## config.mk

```make
export PLATFORM = sky130hd
export DESIGN_NAME = transpose_stream_unit
export DESIGN_NICKNAME = d
export VERILOG_FILES = /design/src/rtl/transpose_stream_unit.sv
export SDC_FILE = /design/constraint.sdc
export NUM_CORES = 2
export LEC_CHECK = 0
export BUFFER_PORTS_ARGS = -buffer_cell sky130_fd_sc_hd__buf_2
export CAP_MARGIN = 30
export CORE_ASPECT_RATIO = 1.25
export CORE_MARGIN = 3
export CORE_UTILIZATION = 55
export CTS_CLUSTER_DIAMETER = 150
export DETAILED_ROUTE_END_ITERATION = 6
export PLACE_DENSITY = 0.72
export SLEW_MARGIN = 20
export SYNTH_ARGS = -nofsm -noshare
export SYNTH_HDL_FRONTEND = slang
export SYNTH_SLANG_ARGS = --single-unit
```

## constraint.sdc

```tcl
create_clock -name clk -period 2.3 [get_ports clk]
set_clock_uncertainty 0.1 [all_clocks]
set_input_delay 0.115 -clock clk [delete_from_list [all_inputs] [get_ports clk]]
set_output_delay 0.115 -clock clk [all_outputs]
set_load 0.005 [all_outputs]
```

## src/rtl/transpose_stream_unit.sv

```systemverilog
// -----------------------------------------------------------------------------
// transpose_stream_unit
//
// Streaming N x N tile transposer with two ping-pong tile banks. Rows enter one
// per beat; each finished tile is returned one column per beat (transpose mode)
// or one row per beat (pass mode). The mode is captured on the first row of
// every tile. One bank fills while the other drains, so a steady stream moves
// one beat per cycle in each direction.
//
// Ports:
//   clk, rst_n    clock, asynchronous active-low reset
//   in_data       one tile row, element c at [c*DATA_WIDTH +: DATA_WIDTH]
//   in_valid      in_data valid
//   in_ready      a row can be accepted (depends on registered state only)
//   in_transpose  tile mode, sampled on the tile's first accepted row
//   out_data      one output beat, same element packing (0 when idle)
//   out_valid     out_data valid
//   out_ready     downstream accepts the beat
//   out_last      final beat of a tile, qualified by out_valid
//   busy          a bank is full or a tile is partially written
// -----------------------------------------------------------------------------
module transpose_stream_unit #(
    parameter int DATA_WIDTH = 16,
    parameter int TILE_DIM   = 8
) (
    input  logic                           clk,
    input  logic                           rst_n,
    input  logic [TILE_DIM*DATA_WIDTH-1:0] in_data,
    input  logic                           in_valid,
    output logic                           in_ready,
    input  logic                           in_transpose,
    output logic [TILE_DIM*DATA_WIDTH-1:0] out_data,
    output logic                           out_valid,
    input  logic                           out_ready,
    output logic                           out_last,
    output logic                           busy
);

    localparam int CNT_W = $clog2(TILE_DIM);
    localparam logic [CNT_W-1:0] CNT_MAX = CNT_W'(TILE_DIM - 1);

    typedef logic [DATA_WIDTH-1:0] elem_t;

    // Tile storage: bank, row, column.
    elem_t bank_q [2][TILE_DIM][TILE_DIM];

    logic [1:0]       full_q,    full_d;
    logic [1:0]       mode_q,    mode_d;
    logic             wr_bank_q, wr_bank_d;
    logic             rd_bank_q, rd_bank_d;
    logic [CNT_W-1:0] wr_row_q,  wr_row_d;
    logic [CNT_W-1:0] rd_col_q,  rd_col_d;

    logic accept;
    logic rd_fire;

    // Both handshakes depend only on registered flags, so there is no
    // combinational path from out_ready to in_ready.
    assign in_ready  = !full_q[wr_bank_q];
    assign out_valid = full_q[rd_bank_q];
    assign out_last  = out_valid && (rd_col_q == CNT_MAX);
    assign busy      = (|full_q) || (wr_row_q != '0);

    assign accept  = in_valid && in_ready;
    assign rd_fire = out_valid && out_ready;

    // Next-state for the control registers. A write completion always targets
    // a non-full bank and a read completion a full one, so when both finish in
    // the same cycle they touch different flags and both updates apply.
    always_comb begin
        // NOTE: every signal assigned here gets a default first, so no path
        // leaves it unassigned and no latch is inferred.
        full_d    = full_q;
        mode_d    = mode_q;
        wr_bank_d = wr_bank_q;
        rd_bank_d = rd_bank_q;
        wr_row_d  = wr_row_q;
        rd_col_d  = rd_col_q;

        if (accept) begin
            if (wr_row_q == '0) begin
                mode_d[wr_bank_q] = in_transpose;
            end
            if (wr_row_q == CNT_MAX) begin
                wr_row_d          = '0;
                full_d[wr_bank_q] = 1'b1;
                wr_bank_d         = !wr_bank_q;
            end else begin
                wr_row_d = wr_row_q + CNT_W'(1);
            end
        end

        if (rd_fire) begin
            if (rd_col_q == CNT_MAX) begin
                rd_col_d          = '0;
                full_d[rd_bank_q] = 1'b0;
                rd_bank_d         = !rd_bank_q;
            end else begin
                rd_col_d = rd_col_q + CNT_W'(1);
            end
        end
    end

    always_ff @(posedge clk or negedge rst_n) begin
        if (!rst_n) begin
            full_q    <= '0;
            mode_q    <= '0;
            wr_bank_q <= 1'b0;
            rd_bank_q <= 1'b0;
            wr_row_q  <= '0;
            rd_col_q  <= '0;
        end else begin
            // NOTE: state registers use non-blocking assignments so every
            // register samples pre-edge values, independent of block order.
            full_q    <= full_d;
            mode_q    <= mode_d;
            wr_bank_q <= wr_bank_d;
            rd_bank_q <= rd_bank_d;
            wr_row_q  <= wr_row_d;
            rd_col_q  <= rd_col_d;
        end
    end

    // Row write into the filling bank.
    always_ff @(posedge clk or negedge rst_n) begin
        if (!rst_n) begin
            // NOTE: the storage array is reset on purpose so a reset leaves no
            // residue of discarded tiles; this costs reset fan-out on every bit.
            for (int b = 0; b < 2; b++) begin
                for (int r = 0; r < TILE_DIM; r++) begin
                    for (int c = 0; c < TILE_DIM; c++) begin
                        bank_q[b][r][c] <= '0;
                    end
                end
            end
        end else if (accept) begin
            for (int c = 0; c < TILE_DIM; c++) begin
                bank_q[wr_bank_q][wr_row_q][c] <= in_data[c*DATA_WIDTH +: DATA_WIDTH];
            end
        end
    end

    // Output beat: column rd_col in transpose mode, row rd_col in pass mode.
    // Driven straight from registered storage, hence stable during a stall.
    always_comb begin
        out_data = '0;
        if (out_valid) begin
            for (int e = 0; e < TILE_DIM; e++) begin
                if (mode_q[rd_bank_q]) begin
                    out_data[e*DATA_WIDTH +: DATA_WIDTH] = bank_q[rd_bank_q][e][rd_col_q];
                end else begin
                    out_data[e*DATA_WIDTH +: DATA_WIDTH] = bank_q[rd_bank_q][rd_col_q][e];
                end
            end
        end
    end

endmodule
```

After elaboration in Yosys (flattened, before gate mapping):

Index checks and enable logic that the tools add are counted.

* flip-flop bits (word level): 2060
* latch bits: 0
* bits in writable memories: 0
* bits in read-only memories: 0
* input bits: 133
* output and inout port bits: 132
* logic and storage cells: 268
* memories kept: 0

* add/sub/neg operators: 2
* multiply operators: 0
* divide/modulo/power cells: 0
* $lt $le $gt $ge: 10
* equality and inequality tests: 2
* shifts and indexed selects: 0
* multiplexer cells: 96
* bitwise operators: 7
* reduce and logical (&&, ||, !) cells: 17

Operators by type and width (number)
* $bwmux 2048: 8
* $mux 1024: 11
* $demux 1024 s1: 8
* $demux 128 s3: 8
* $mux 128: 4
* $mux 16: 25
* $bmux 128 s3: 1
* $bmux 16 s3: 8
* $mux 112: 1
* $mux 96: 1
* $mux 80: 1
* $mux 64: 1
* $mux 48: 1
* $mux 32: 1
* $ge 4x4->1 const B: 2
* $mux 1: 8
* $mux 2: 4
* $not 3->4: 2
* $logic_and 1x1->1: 7
* $add 3x1->3 const B: 2
* $eq 3x3->1 const B: 2
* $mux 3: 2
* $reduce_and 2->1: 3
* $ge 2x2->1 const B: 2
* other kinds (15): 21

Logic depth before layout (Yosys ltp):

* depth after elaboration: 15
* mapped depth: 10
* depth with buffers taken out: 6

Least setup slack after synthesis:

Ideal clock, no wire load.

* path type: reg-to-output
* start point: register rd_bank_q
* end point: output port out_data[108]
* arrival: 2.021 ns
* data required time: 2.085 ns
* path slack: 0.064 ns
* cell stages (with the launch flop): 8
* buffers on the path: 3
* path through: dfrtp_1 buf_4 buf_2 buf_4 mux2i_1 a21oi_1 mux4_2 a22o_1

* cells in the longest elaborated chain, start to end: 9
* elaborated cells between the ends (all ways): 16
* those cells by class: mux (15); bitwise (1)

RTL lines
* from (decl): RTL line 50 `logic rd_bank_q, rd_bank_d;`
* from (signal assigned): RTL line 118 `rd_bank_q <= rd_bank_d;`
* $not 1->2 (not written as such): RTL line 150, 152
* $mux 1024 (not written as such): RTL line 150 `out_data[e*DATA_WIDTH +: DATA_WIDTH] = bank_q[rd_bank_q][e][rd_col_q];`
* $mux 1024 (not written as such) (2 in series): RTL line 152 `out_data[e*DATA_WIDTH +: DATA_WIDTH] = bank_q[rd_bank_q][rd_col_q][e];`
* $bmux 128 s3 / $bmux 16 s3 (equally long branches): RTL line 152, 150
* $mux 128 / $mux 16 (equally long branches) (2 in series)
* $mux 16: RTL line 149 `if (mode_q[rd_bank_q]) begin`
* $mux 128 (*): RTL line 147 `if (out_valid) begin`
* to (decl): RTL line 32 `output logic [TILE_DIM*DATA_WIDTH-1:0] out_data,`

Mark *: on every way between the ends. The rest lies on a longest branch, timed or not. The select of a mux whose other input is x is not followed.

Worst setup path after layout:

* start point: register rd_bank_q
* end point: output port out_data[17]

* cells in the longest elaborated chain, start to end: 9
* elaborated cells between the ends (all ways): 16
* those cells by class: mux (15); bitwise (1)

RTL lines (RTL line)
* $not 1->2 (not written as such): 150, 152
* $mux 1024
* $mux 1024 (not written as such) (2 in series): 152
* $bmux 128 s3 / $bmux 16 s3 (equally long branches): 152, 150
* $mux 128 / $mux 16 (equally long branches) (2 in series)
* $mux 16: 149
* $mux 128 (*): 147

Marks and branches as above.

==> reports/qor.csv <==
metric;value;unit
vias per cell;6.89;
final instance area;0.133;mm2
Tcrit/Tclk final;167;%
Worst Setup SP;rd_bank_q;
Hold EP;wr_bank_q;
number of global-route vias before repair;82106;
Post-synth EDFFs;0;
R2R setup slack;-0.56;ns
H-tree lvl count;4;
register bit count reported by yosys;2060;
peak supply drop;1.27;mV
final worst slack;-1.55;ns
total wire length;388000;um
Seq/Total Area, Yosys;47.9;%
most frequent cells in the layout;2187 x mux2_2, 2055 x dfrtp_1, 842 x buf_4;
PwrDens;1640;mW/mm2
worst-path maximum fanout;11;
R2R depth;5;
post-synth top area share;47.9;%
crit end category;primary output;
Seq pwr share;29.5;%
hold path depth;5;
hpwl dp;270000;um
layout cells sized above 1;55.5;%
syn nets;7849;
Area after DPL;0.120;mm2
largest net degree at the start of global routing;70;
Die Span X;402;um
Synth async-reset ratio;100;%
Routed Antenna Nets;0;
synthesis-to-layout area growth;23.8;%
layout net count;8929;
Critical Path RT;2.09;ns
Syn Std Cell Area;0.108;mm2
Max-slew headroom;37.4;%
core area;0.193;mm2
CTS tree;done;
Hold Crit Class;input port to register;
iteration count of the initial detailed-routing pass;6;
first-pass GRT wire length;567000;um
Cell variety after synth;72;
CTS max path bufs;3;
worst r2r dst;bank_q[2035];
Setup CP Type;register to primary output;
clock sinks;2060;
Clock Power Share;16.3;%
RSZ-0062 raised after global routing;true;
most common cell after layout, fill and taps aside;mux2_2;
Worst Path Arrival;3.63;ns
Final setup viols;1763;
top cells by area, synth;dfrtp_1 48%, mux2_2 23%, mux4_2 13%;
Num CTS Buffers;203;
final slew viol count;0;
antenna violations before repair;70;
Startpoint Class;register;
Global Route Usage Sum;38.2;%
yosys warns;0;
worst-margin pin slew;0.935;ns
failing checks;negative setup slack;
gpl congestion;0.948;
violation count after the first detailed-route iteration;9170;
count of maximum capacitance violations;0;
Synth area leader;dfrtp_1;
Post-Place Cells;10864;
status;finished with violations;
Mapped Cells;7711;
row count;180;
Combinational Power Share;54.2;%
die area;0.201;mm2
final hold vios;0;
Max Fclk;260;MHz
vias;79479;
hold wc startpoint;in_valid;
Initial Util;55.6;%
Port Buffers;264;
Clock transition at path regs;0.06;ns
Final Hold Slack;0.107;ns
worst r2r src;full_q[0];
Routed WL per cell;33.7;um
Layout Cells excl Fill;11539;
Leak;58.4;nW
net switching power;84.6;mW
Mean Syn Cell Area;14.0;um2
Die Span Y;501;um
Root Driver;clkbuf_16;
global route overflow;0;
Ports;265;
Pint;134;mW
min Tclk post-route;3.85;ns
DR DRC count;0;
Sw Ratio;38.7;%
top_reg_cell synth;dfrtp_1;
Clock Latency Late Sink;0.86;ns
==> per-stage QoR <==
step	setup TNS (ns)	util, %	total power [mW]	worst slack (ns)
CTS	-369.47	68.2	213	-1.51
floorplan	0	-	122	0.0637
global route	-511.65	68.8	226	-1.59
finish	-466.88	68.8	219	-1.55
detailed placement	-248.12	62.2	169	-1.38
global placement	-224.84	62.2	166	-1.43
==> flip-flops by register name, indices dropped and copies added, names as in the netlist <==
signal     flops
wr_bank_q      1
mode_q         2
rd_col_q       3
bank_q      2048
wr_row_q       3
full_q         2
rd_bank_q      1
==> Yosys cell counts (15+ instances only) <==
cell,number
and2_1,16
a2111oi_0,34
o22ai_1,50
a22o_1,15
o21ai_0,181
buf_6,65
dfrtp_1,2060
clkbuf_1,437
a21oi_1,176
mux2_2,2191
nor2b_1,71
buf_2,146
buf_4,64
a221oi_1,42
o211ai_1,44
a22oi_1,17
a21o_1,16
mux2i_1,435
nand2b_1,19
mux4_2,609
nor3_1,43
nor2_1,265
o221ai_1,48
nand2_1,240
buf_1,46
a31oi_1,36
a211oi_1,97
nand3_1,35
==> power by group through the flow <==
| stage | Combinational (mW) | Clock (mW) | Sequential (mW) |
|---|---|---|---|
| finish | 118 | 35.7 | 64.4 |
| global route | 123 | 37.2 | 66.2 |
| CTS | 113 | 35.8 | 63.9 |
| detailed placement | 105 | 0 | 64.3 |
| global placement | 103 | 0 | 63.0 |
| floorplan | 62.0 | 0 | 59.8 |
==> timing repair <==
| item | 4_1_cts | 5_1_grt |
|---|---|---|
| pin swaps | 85 | 64 |
| buffers inserted | 72 | 51 |
| hold endpoints to repair | 4120 | 0 |
| resized for setup | 456 | 185 |
| hold buffers | 134 | 0 |
| setup endpoints to repair | 1450 | 1870 |
| gates cloned | 19 | 6 |
==> worst max path at each step <==
stage,endpoint,depth (start not counted)
final,out_data[17],8
after global routing,out_data[34],10
after CTS,out_data[3],11
after detailed placement,out_data[37],10
after global placement,out_data[37],10
after floorplan,out_data[108],7
==> final cells by class <==
cell class / instances / area (um2)
multi-input cells: 4882 / 54200
diodes: 38 / 95.1
repair buffers: 1638 / 17000
clock buffers: 291 / 5940
clock inverters: 76 / 1160
well taps: 2548 / 3190
inverters: 6 / 47.5
flip-flops and latches: 2060 / 51600
fillers: 12945 / 60300
==> worst max-delay path, stage by stage (launching register included) <==
cell,delay (ns)
dfrtp_4,0.45
buf_12,0.14
buf_12,0.16
buf_4,0.17
buf_12,0.19
mux4_2,0.57
mux4_2,0.59
a22o_1,0.29
buf_6,0.16
==> per-layer routing <==
metal | vias up | GRT usage [%] | wire length, um
li1 | 31492 | - | -
met1 | 41784 | 48.6 | 141000
met2 | 4869 | 58.7 | 178000
met3 | 1286 | 10.9 | 42700
met4 | 48 | 22.6 | 25900
met5 | - | 0 | 310
==> cell families (layout without fill, tap and decap cells) <==
group                      count (synthesis)  count (layout)  synth area share [%]
buffers and inverters                    769            2011                  3.58
adders and majority gates                  5               5                0.0581
muxes                                   3236            3236                  39.7
DFF                                     2060            2060                  47.9
other                                      0              38                     0
and+or+nand+nor                          745             745                  3.09
AOI/OAI and AO/OA                        896             896                  5.63
(Power assumes the default switching activity.)
